==> config.mk <==
export PLATFORM = sky130hd
export DESIGN_NAME = deskew_registers
export DESIGN_NICKNAME = d
export VERILOG_FILES = /design/src/rtl/deskew_registers.sv
export SDC_FILE = /design/constraint.sdc
export NUM_CORES = 1
export LEC_CHECK = 0
export CAP_MARGIN = 30
export CORE_ASPECT_RATIO = 1.4
export CORE_UTILIZATION = 49
export DETAILED_ROUTE_END_ITERATION = 10
export GPL_TIMING_DRIVEN = 0
export PLACE_DENSITY = 0.77
export SYNTH_ARGS = -nofsm -noshare
export SYNTH_HDL_FRONTEND = slang
export SYNTH_SLANG_ARGS = --single-unit
==> constraint.sdc <==
create_clock -name clk -period 7 [get_ports clk]
set_input_delay 1.05 -clock clk [delete_from_list [all_inputs] [get_ports clk]]
set_output_delay 1.05 -clock clk [all_outputs]
set_load 0.03 [all_outputs]
==> src/rtl/deskew_registers.sv <==
// rtl/deskew_registers.sv - realigns diagonally skewed lanes into row-parallel words
// Optional DESKEW_ZERO_INVALID_EN: dout reads as zero whenever dout_valid is low.
module deskew_registers #(
  parameter int DATA_WIDTH = 16,
  parameter int N          = 4,
  parameter int ROW_CNT_W  = 16
) (
  input  logic                         clk,
  input  logic                         rst,
  input  logic                         en,
  input  logic                         start,
  input  logic [ROW_CNT_W-1:0]         num_rows,
  input  logic signed [DATA_WIDTH-1:0] din [N-1:0],
  input  logic                         din_valid,
  output logic signed [DATA_WIDTH-1:0] dout [N-1:0],
  output logic                         dout_valid,
  output logic                         busy,
  output logic                         done
);

  typedef enum logic [0:0] {S_IDLE, S_RUN} state_t;

  state_t               state_q, state_d;
  logic [ROW_CNT_W-1:0] num_rows_q, num_rows_d;
  logic [ROW_CNT_W-1:0] accepted_q, accepted_d;
  logic [ROW_CNT_W-1:0] emitted_q, emitted_d;
  logic [N-1:0]         vld_q, vld_d;
  logic                 done_q, done_d;
  logic                 din_gated;

  logic signed [DATA_WIDTH-1:0] dout_raw [N-1:0];

  // Lane i waits N-i enabled edges; its final stage doubles as the dout register.
  for (genvar i = 0; i < N; i++) begin : g_lane
    localparam int DEPTH = N - i;
    logic signed [DATA_WIDTH-1:0] chain_q [DEPTH];
    logic signed [DATA_WIDTH-1:0] chain_d [DEPTH];

    always_comb begin
      chain_d = chain_q;
      if (en) begin
        chain_d[0] = din[i];
        for (int k = 1; k < DEPTH; k++) begin
          chain_d[k] = chain_q[k-1];
        end
      end
    end

    always_ff @(posedge clk or posedge rst) begin
      if (rst) begin
        for (int k = 0; k < DEPTH; k++) begin
          chain_q[k] <= '0;
        end
      end else begin
        chain_q <= chain_d;
      end
    end

    assign dout_raw[i] = chain_q[DEPTH-1];
  end

  assign din_gated = (state_q == S_RUN) && din_valid && (accepted_q < num_rows_q);

  // The last valid stage clears on a stalled edge so each row pulses exactly once.
  always_comb begin
    vld_d = vld_q;
    if (en) begin
      vld_d[0] = din_gated;
      for (int k = 1; k < N; k++) begin
        vld_d[k] = vld_q[k-1];
      end
    end else begin
      vld_d[N-1] = 1'b0;
    end
  end

  always_comb begin
    state_d    = state_q;
    num_rows_d = num_rows_q;
    accepted_d = accepted_q;
    emitted_d  = emitted_q;
    done_d     = 1'b0;
    case (state_q)
      S_IDLE: begin
        if (start && (num_rows != '0)) begin
          state_d    = S_RUN;
          num_rows_d = num_rows;
          accepted_d = '0;
          emitted_d  = '0;
        end
      end
      S_RUN: begin
        if (en && din_gated) begin
          accepted_d = accepted_q + ROW_CNT_W'(1);
        end
        if (en && vld_q[N-2]) begin
          emitted_d = emitted_q + ROW_CNT_W'(1);
          done_d    = (emitted_q + ROW_CNT_W'(1)) == num_rows_q;
        end
        if (done_q) begin
          state_d = S_IDLE;
        end
      end
      default: state_d = S_IDLE;
    endcase
  end

  always_ff @(posedge clk or posedge rst) begin
    if (rst) begin
      state_q    <= S_IDLE;
      num_rows_q <= '0;
      accepted_q <= '0;
      emitted_q  <= '0;
      vld_q      <= '0;
      done_q     <= 1'b0;
    end else begin
      state_q    <= state_d;
      num_rows_q <= num_rows_d;
      accepted_q <= accepted_d;
      emitted_q  <= emitted_d;
      vld_q      <= vld_d;
      done_q     <= done_d;
    end
  end

  assign dout_valid = vld_q[N-1];
  assign busy       = (state_q == S_RUN);
  assign done       = done_q;

`ifdef DESKEW_ZERO_INVALID_EN
  always_comb begin
    for (int i = 0; i < N; i++) begin
      dout[i] = dout_valid ? dout_raw[i] : '0;
    end
  end
`else
  always_comb begin
    for (int i = 0; i < N; i++) begin
      dout[i] = dout_raw[i];
    end
  end
`endif

endmodule

==> results of run 1 <==
-- power breakdown --
group          switching (uW)  leakage (uW)  internal, uW
clock                     471      0.000376           734
combinational             409       0.00234           438
sequential                128       0.00259          1430
total                    1010       0.00531          2600
-- flip-flops by register name, summed over array words and instances (netlist names) --
name and flops:
done 1, vld_q 4, g_lane.chain_q 112, dout 48, accepted_q 16, num_rows_q 16, emitted_q 16, busy 1
-- routing by layer --
metal  GRT usage  up-vias
li1            -     3060
met1       0.248     3186
met2       0.355      170
met3      0.0325       56
met4      0.0746        0
met5           0        -
-- worst paths after layout --
path	start	end	slack, ns	cells after the start
hold / removal	vld_q[0]	vld_q[0]	0.49	1
max in group asynchronous	rst	emitted_q[2]	4.94	3
hold reg to reg	vld_q[0]	vld_q[0]	0.49	1
min in group asynchronous	rst	dout[35]	1.04	2
setup / recovery	num_rows[10]	emitted_q[2]	3.75	7
setup reg to reg	busy	emitted_q[2]	4.44	6
-- synth_stat cells, types with 4 or more instances --
cell type / n
nand2b_1: 7
a31oi_1: 24
o22ai_1: 5
clkbuf_1: 35
nor4_1: 7
o21ai_0: 43
xor2_1: 10
nor3b_1: 4
and4_1: 4
a21oi_1: 8
nand2_1: 45
buf_4: 50
o31ai_1: 7
a21o_1: 6
ha_1: 17
mux2_2: 164
dfrtp_1: 214
nor2_1: 18
inv_1: 24
nand4_1: 6
xnor2_1: 9
nand3_1: 15
and3_1: 9
a221o_1: 4
-- cell families after synthesis --
logic type,after synthesis,synth area share
AOI/OAI and AO/OA,112,0.0749
xor gates and xnor gates,19,0.0173
adders and majority gates,17,0.0221
buffers and inverters,112,0.0632
DFF,214,0.555
muxes,164,0.192
and+or+nand+nor,135,0.0755
-- worst max-delay path: cells and delay by family --
kind / cells / cell delay [ns]
simple gates: 2 / 0.97
buf+inv: 2 / 0.84
compound gates: 3 / 0.80
-- per-stage QoR --
| step | cell area [um2] | cells | util |
|---|---|---|---|
| 6_report | 12300 | 1215 | 0.638 |
| 5_1_grt | 12300 | 1215 | 0.638 |
| 4_1_cts | 12300 | 1215 | 0.638 |
| 3_5_place_dp | 11500 | 1173 | 0.598 |
| 3_3_place_gp | 11500 | 1172 | 0.596 |
| 2_1_floorplan | 9640 | 773 | - |
-- area by class of cell --
type,count,area (um2),area share
Buffer,88,519,0.0424
Clock buffer,35,671,0.0547
Clock inverter,7,88.8,0.00725
Inverter,24,97.6,0.00796
Multi-Input combinational cell,447,3680,0.300
Sequential cell,214,5360,0.437
Tap cell,248,310,0.0253
Timing Repair Buffer,152,1540,0.126
-- layout by cell type (no fill, tap or decap), types with 4 or more instances in the layout --
cell type and count:
and4_1 4, nand2_1 45, ha_1 17, nor2_1 18, clkbuf_1 42, a31oi_1 24, o21ai_0 43, xnor2_1 9
nor4_1 7, a221o_1 4, inv_1 23, buf_4 50, nand3_1 15, mux2_2 164, nand4_1 6, clkdlybuf4s50_1 151
o31ai_1 7, and3_1 9, nor3b_1 4, o22ai_1 5, dfrtp_1 214, nand2b_1 7, xor2_1 10, a21o_1 6
clkinv_2 4, clkbuf_16 23, a21oi_1 8, clkbuf_8 5
==> metrics.md, run 1 <==
| Metric | Value |
|---|---|
| # Post-CTS Setup Buffers | 0 |
| Worst slew margin relative to its limit | 0.345 |
| Wl on met1 | 8.19 mm |
| Final Power | 3610 uW |
| Startpoint types | primary input |
| Crit path capture type | register |
| Fin crit share | 0.464 |
| Most used cell, CP | o21ai_0 |
| WL met2 | 10.1 mm |
| Initial antenna violation count | 0 |
| CTS buffer count | 23 |
| Largest net degree at the start of global routing | 131 |
| Clk slew on worst S/H paths | 0.06 ns |
| Post-route clock skew | 0.00543 ns |
| Top cells by area, synth | dfrtp_1 56%, mux2_2 19%, buf_4 3.9% |
| Hold Slack | 0.491 ns |
| Syn_area_per_cell | 12.5 um2 |
| Final setup viols | 0 |
| Leakage | 0.00531 uW |
| Row cnt | 60 |
| GRT Residual Overflow | 0 |
| Status | complete, no violations |
| # IOs | 152 |
| Total Routed Length | 19.9 mm |
| Drt first-iter violations | 296 |
| # clock sinks | 214 |
| Place WS | 3.30 ns |
| Filler instances | 1498 |
| Clk Tree Root Cell | clkbuf_16 |
| Crit path DAT | 3.66 ns |
| Max Used Layer | met4 |
| # DRC | 0 |
| TritonRoute pass-1 iters | 4 |
| Unrepaired setup endpoints after global routing | no |
| Count of state elements after synthesis | 214 |
| Post-synthesis sequential area ratio | 0.555 |
| Slowest-stage cell, CP | a41oi_1 |
| Worst-Margin Slew | 0.970 ns |
| Library cells used by synthesis | 51 |
| Final Max Tran Viols | 0 |
| Global Route Usage Sum | 0.202 |
| DR vias/cell | 5.33 |
| Maximum operating frequency | 0.308 GHz |
| Worst vdd rail ir drop | 0.228 mV |
| Layout cells sized above 1 | 0.270 |
| WL per Instance | 16.4 um |
| Final hold violation count | 0 |
| TritonCTS clock tree | done |
| Final Net Count | 1052 |
| Synth Instances | 773 |
| Hold_buf cts | 0 |
| Top-area cell type share of the netlist area | 0.555 |
| Post-DP HPWL | 14.0 mm |
| Dominant cell type by area after synthesis | dfrtp_1 |
| Crit path largest cell delay | 0.53 ns |
| Setup_tns | 0 ns |
| Die Ht | 168 um |
| Total nets after synthesis | 875 |
| Crit path max fanout | 10 |
| First-pass GRT wire length | 33.0 mm |
| Clk buf depth | 3 |
| Synth-to-layout area growth | 27.1% |
| Met3 WL | 991 um |
| Worst Hold Class | reg2reg |
| IO buf count | 151 |
| Detailed-route via count | 6472 |
| Max-Cap Viols | 0 |
| Synth warn | 0 |
| Required @ worst endpoint | 7.41 ns |
| H-tree depth | 1 |
| Fin crit period | 3.25 ns |
| Cts repair resizes | 0 |
| Mapped Area | 9640 um2 |
| EDFF count, synth | 0 |
| Die area | 20200 um2 |
| Critical path start-end classification | in2reg |
| Die width | 121 um |
| Main synth FF type | dfrtp_1 |
| Core region area | 19200 um2 |
| Ys async rst share | 1.00 |
| Clk Latency, worst-skew pair | 0.50 ns |
| Setup WS post-layout | 3.75 ns |
| ANT nets after route | 0 |
| Starting Density | 0.502 |
| Final RePlAce weighted congestion | 0.962 |
| CP Cell Sequence | clkdlybuf4s50_1, nor4_1, a41oi_1, nor2_1, clkbuf_1, o21ai_0, o21ai_0 |
| PD cells | 294 nW/um2 |
| Via count of the first global-routing pass | 6795 |
| Antenna diode count | 0 |
No activity file was read; power rests on OpenSTA's default activity.
==> run 2: changes to the inputs <==
--- a/config.mk
+++ b/config.mk
@@ -7,10 +7,10 @@
 export LEC_CHECK = 0
 export CAP_MARGIN = 30
 export CORE_ASPECT_RATIO = 1.4
-export CORE_UTILIZATION = 49
+export CORE_UTILIZATION = 54
 export DETAILED_ROUTE_END_ITERATION = 10
 export GPL_TIMING_DRIVEN = 0
-export PLACE_DENSITY = 0.77
+export PLACE_DENSITY = 0.8
 export SYNTH_ARGS = -nofsm -noshare
 export SYNTH_HDL_FRONTEND = slang
 export SYNTH_SLANG_ARGS = --single-unit
==> constraint.sdc (replaced) <==
create_clock -name clk -period 3.19 [get_ports clk]
set_input_delay 0.4785 -clock clk [delete_from_list [all_inputs] [get_ports clk]]
set_output_delay 0.4785 -clock clk [all_outputs]
set_load 0.03 [all_outputs]
==> run 2 against run 1 <==
- total power grew 120%
- setup slack lost 3.1 ns
- worst hold slack lost 0.11 ns
- core utilization grew 7.0 points
- critical path depth shrank 1
- combinational power grew 120%
- critical path type is now reg2reg
- highest routed layer unchanged
==> metrics.md, run 2 (synthesized netlist as in run 1, its figures left out) <==
| Metric | Value |
|---|---|
| IO buf count | 151 |
| Final Net Count | 1055 |
| Hold Slack | 0.384 ns |
| Setup WS post-layout | 0.667 ns |
| Clk slew on worst S/H paths | 0.06 ns |
| Most frequent cells in the layout | 214 x dfrtp_1, 164 x mux2_2, 151 x clkdlybuf4s50_1 |
| Via count of the first global-routing pass | 6926 |
| Startpoint types | register |
| Crit path DAT | 2.89 ns |
| Final Max Tran Viols | 0 |
| Final Power | 7980 uW |
| PD cells | 648 nW/um2 |
| Die area | 18400 um2 |
| First-pass GRT wire length | 34.7 mm |
| Unrepaired setup endpoints after global routing | no |
| Final setup viols | 0 |
| Post-DP HPWL | 14.8 mm |
| Leakage | 0.00533 uW |
| Die Ht | 160 um |
| Clk buf depth | 3 |
| DP Area | 11600 um2 |
| Clk Tree Root Cell | clkbuf_16 |
| Starting Density | 0.554 |
| Max-Cap Viols | 0 |
| Worst-Margin Slew | 0.997 ns |
| TritonCTS clock tree | done |
| GRT Residual Overflow | 0 |
| # DRC | 0 |
| Final hold violation count | 0 |
| Initial antenna violation count | 0 |
| Area of the multi-input gates | 3680 um2 |
| Cts repair resizes | 0 |
| Crit path largest cell delay | 0.79 ns |
| Core region area | 17400 um2 |
| CTS buffer count | 22 |
| Post-route clock skew | 0.00844 ns |
| Max reg flops | 112 |
| DR vias/cell | 5.45 |
| WL per Instance | 17.2 um |
| # clock sinks | 214 |
| Antenna diode count | 0 |
| Worst vdd rail ir drop | 0.528 mV |
| Critical path start-end classification | reg2reg |
| Required @ worst endpoint | 3.56 ns |
| Total Routed Length | 20.7 mm |
| Slowest-stage cell, CP | a41oi_1 |
| ANT nets after route | 0 |
| Synth-to-layout area growth | 27.7% |
| H-tree depth | 1 |
| Top reg by flops | g_lane.chain_q |
| Filler instances | 1289 |
| Hold_buf cts | 0 |
| # Post-CTS Setup Buffers | 0 |
| CP Cell Sequence | nand2b_1, a41oi_1, nor2_1, clkbuf_1, o21ai_0, o31ai_1 |
| Layout cells sized above 1 | 0.272 |
| Final RePlAce weighted congestion | 0.947 |
| Row cnt | 57 |
| TritonRoute pass-1 iters | 7 |
| Worst Hold Class | in2async |
| Place WS | 0.307 ns |
| Worst slew margin relative to its limit | 0.327 |
| Clk Latency, worst-skew pair | 0.50 ns |
| Detailed-route via count | 6571 |
| Global Route Usage Sum | 0.238 |
| Fin crit share | 0.791 |
| Status | complete, no violations |
| Design area | 12300 um2 |
| Register Area | 5360 um2 |
| # IOs | 152 |
| Die width | 115 um |
| Commonest non-fill, non-tap cell in the layout | dfrtp_1 |
| Largest net degree at the start of global routing | 44 |
| Crit path max fanout | 10 |
| Maximum operating frequency | 0.396 GHz |
| Fin crit period | 2.52 ns |
| Drt first-iter violations | 388 |
| Crit path capture type | register |
[run 2: changes by cell type in the layout (fill, tap and decap cells not counted), moves of 2 or more]
cell        previous run  this run
bufinv_16              2         4
clkbuf_8               5         1
buf_12                 0         5
clkinvlp_4             0         2
[run 2: worst paths after layout]
check,start,end,cells after the start,slack (ns)
worst max-delay path,busy,emitted_q[5],6,0.67
worst min-delay path,rst,g_lane[3].chain_q[1],2,0.38
min in group clk,vld_q[0],vld_q[0],1,0.48
worst max register to register,busy,emitted_q[5],6,0.67
worst min register to register,vld_q[0],vld_q[0],1,0.48
max in group asynchronous,rst,dout[42],5,1.67
[run 2: critical path: cells and delay by family, from the launching register on]
| kind | cells | cell delay, ns |
|---|---|---|
| compound gates | 3 | 1.10 |
| buf+inv | 1 | 0.30 |
| flops | 1 | 0.45 |
| simple gates | 2 | 0.53 |
[run 2: metrics by stage]
step | std cells | utilization | setup TNS [ns]
finish | 1205 | 0.707 | 0
global route | 1205 | 0.707 | 0
CTS | 1205 | 0.707 | 0
detailed placement | 1165 | 0.664 | 0
global placement | 1160 | 0.658 | -356.29
floorplan | 773 | - | -15.55
[run 2: cell type report]
cell class | instances | share of cell area
Inverter | 24 | 0.00762
Sequential cell | 214 | 0.435
Tap cell | 236 | 0.0240
Buffer | 88 | 0.0422
Timing Repair Buffer | 156 | 0.131
Multi-Input combinational cell | 447 | 0.299
Clock buffer | 29 | 0.0477
Clock inverter | 11 | 0.0140
[run 2: power breakdown]
group          switching (uW)  leakage (uW)  internal, uW  total [uW]
Combinational             911       0.00237           971        1880
Sequential                287       0.00259          3130        3420
Clock                    1050      0.000369          1630        2680
[run 2: per-layer routing]
layer	GRT usage	vias up	wire (um)
li1	-	3059	-
met1	0.283	3276	8040
met2	0.432	192	11000
met3	0.0380	44	1040
met4	0.0803	0	599
met5	0	-	0
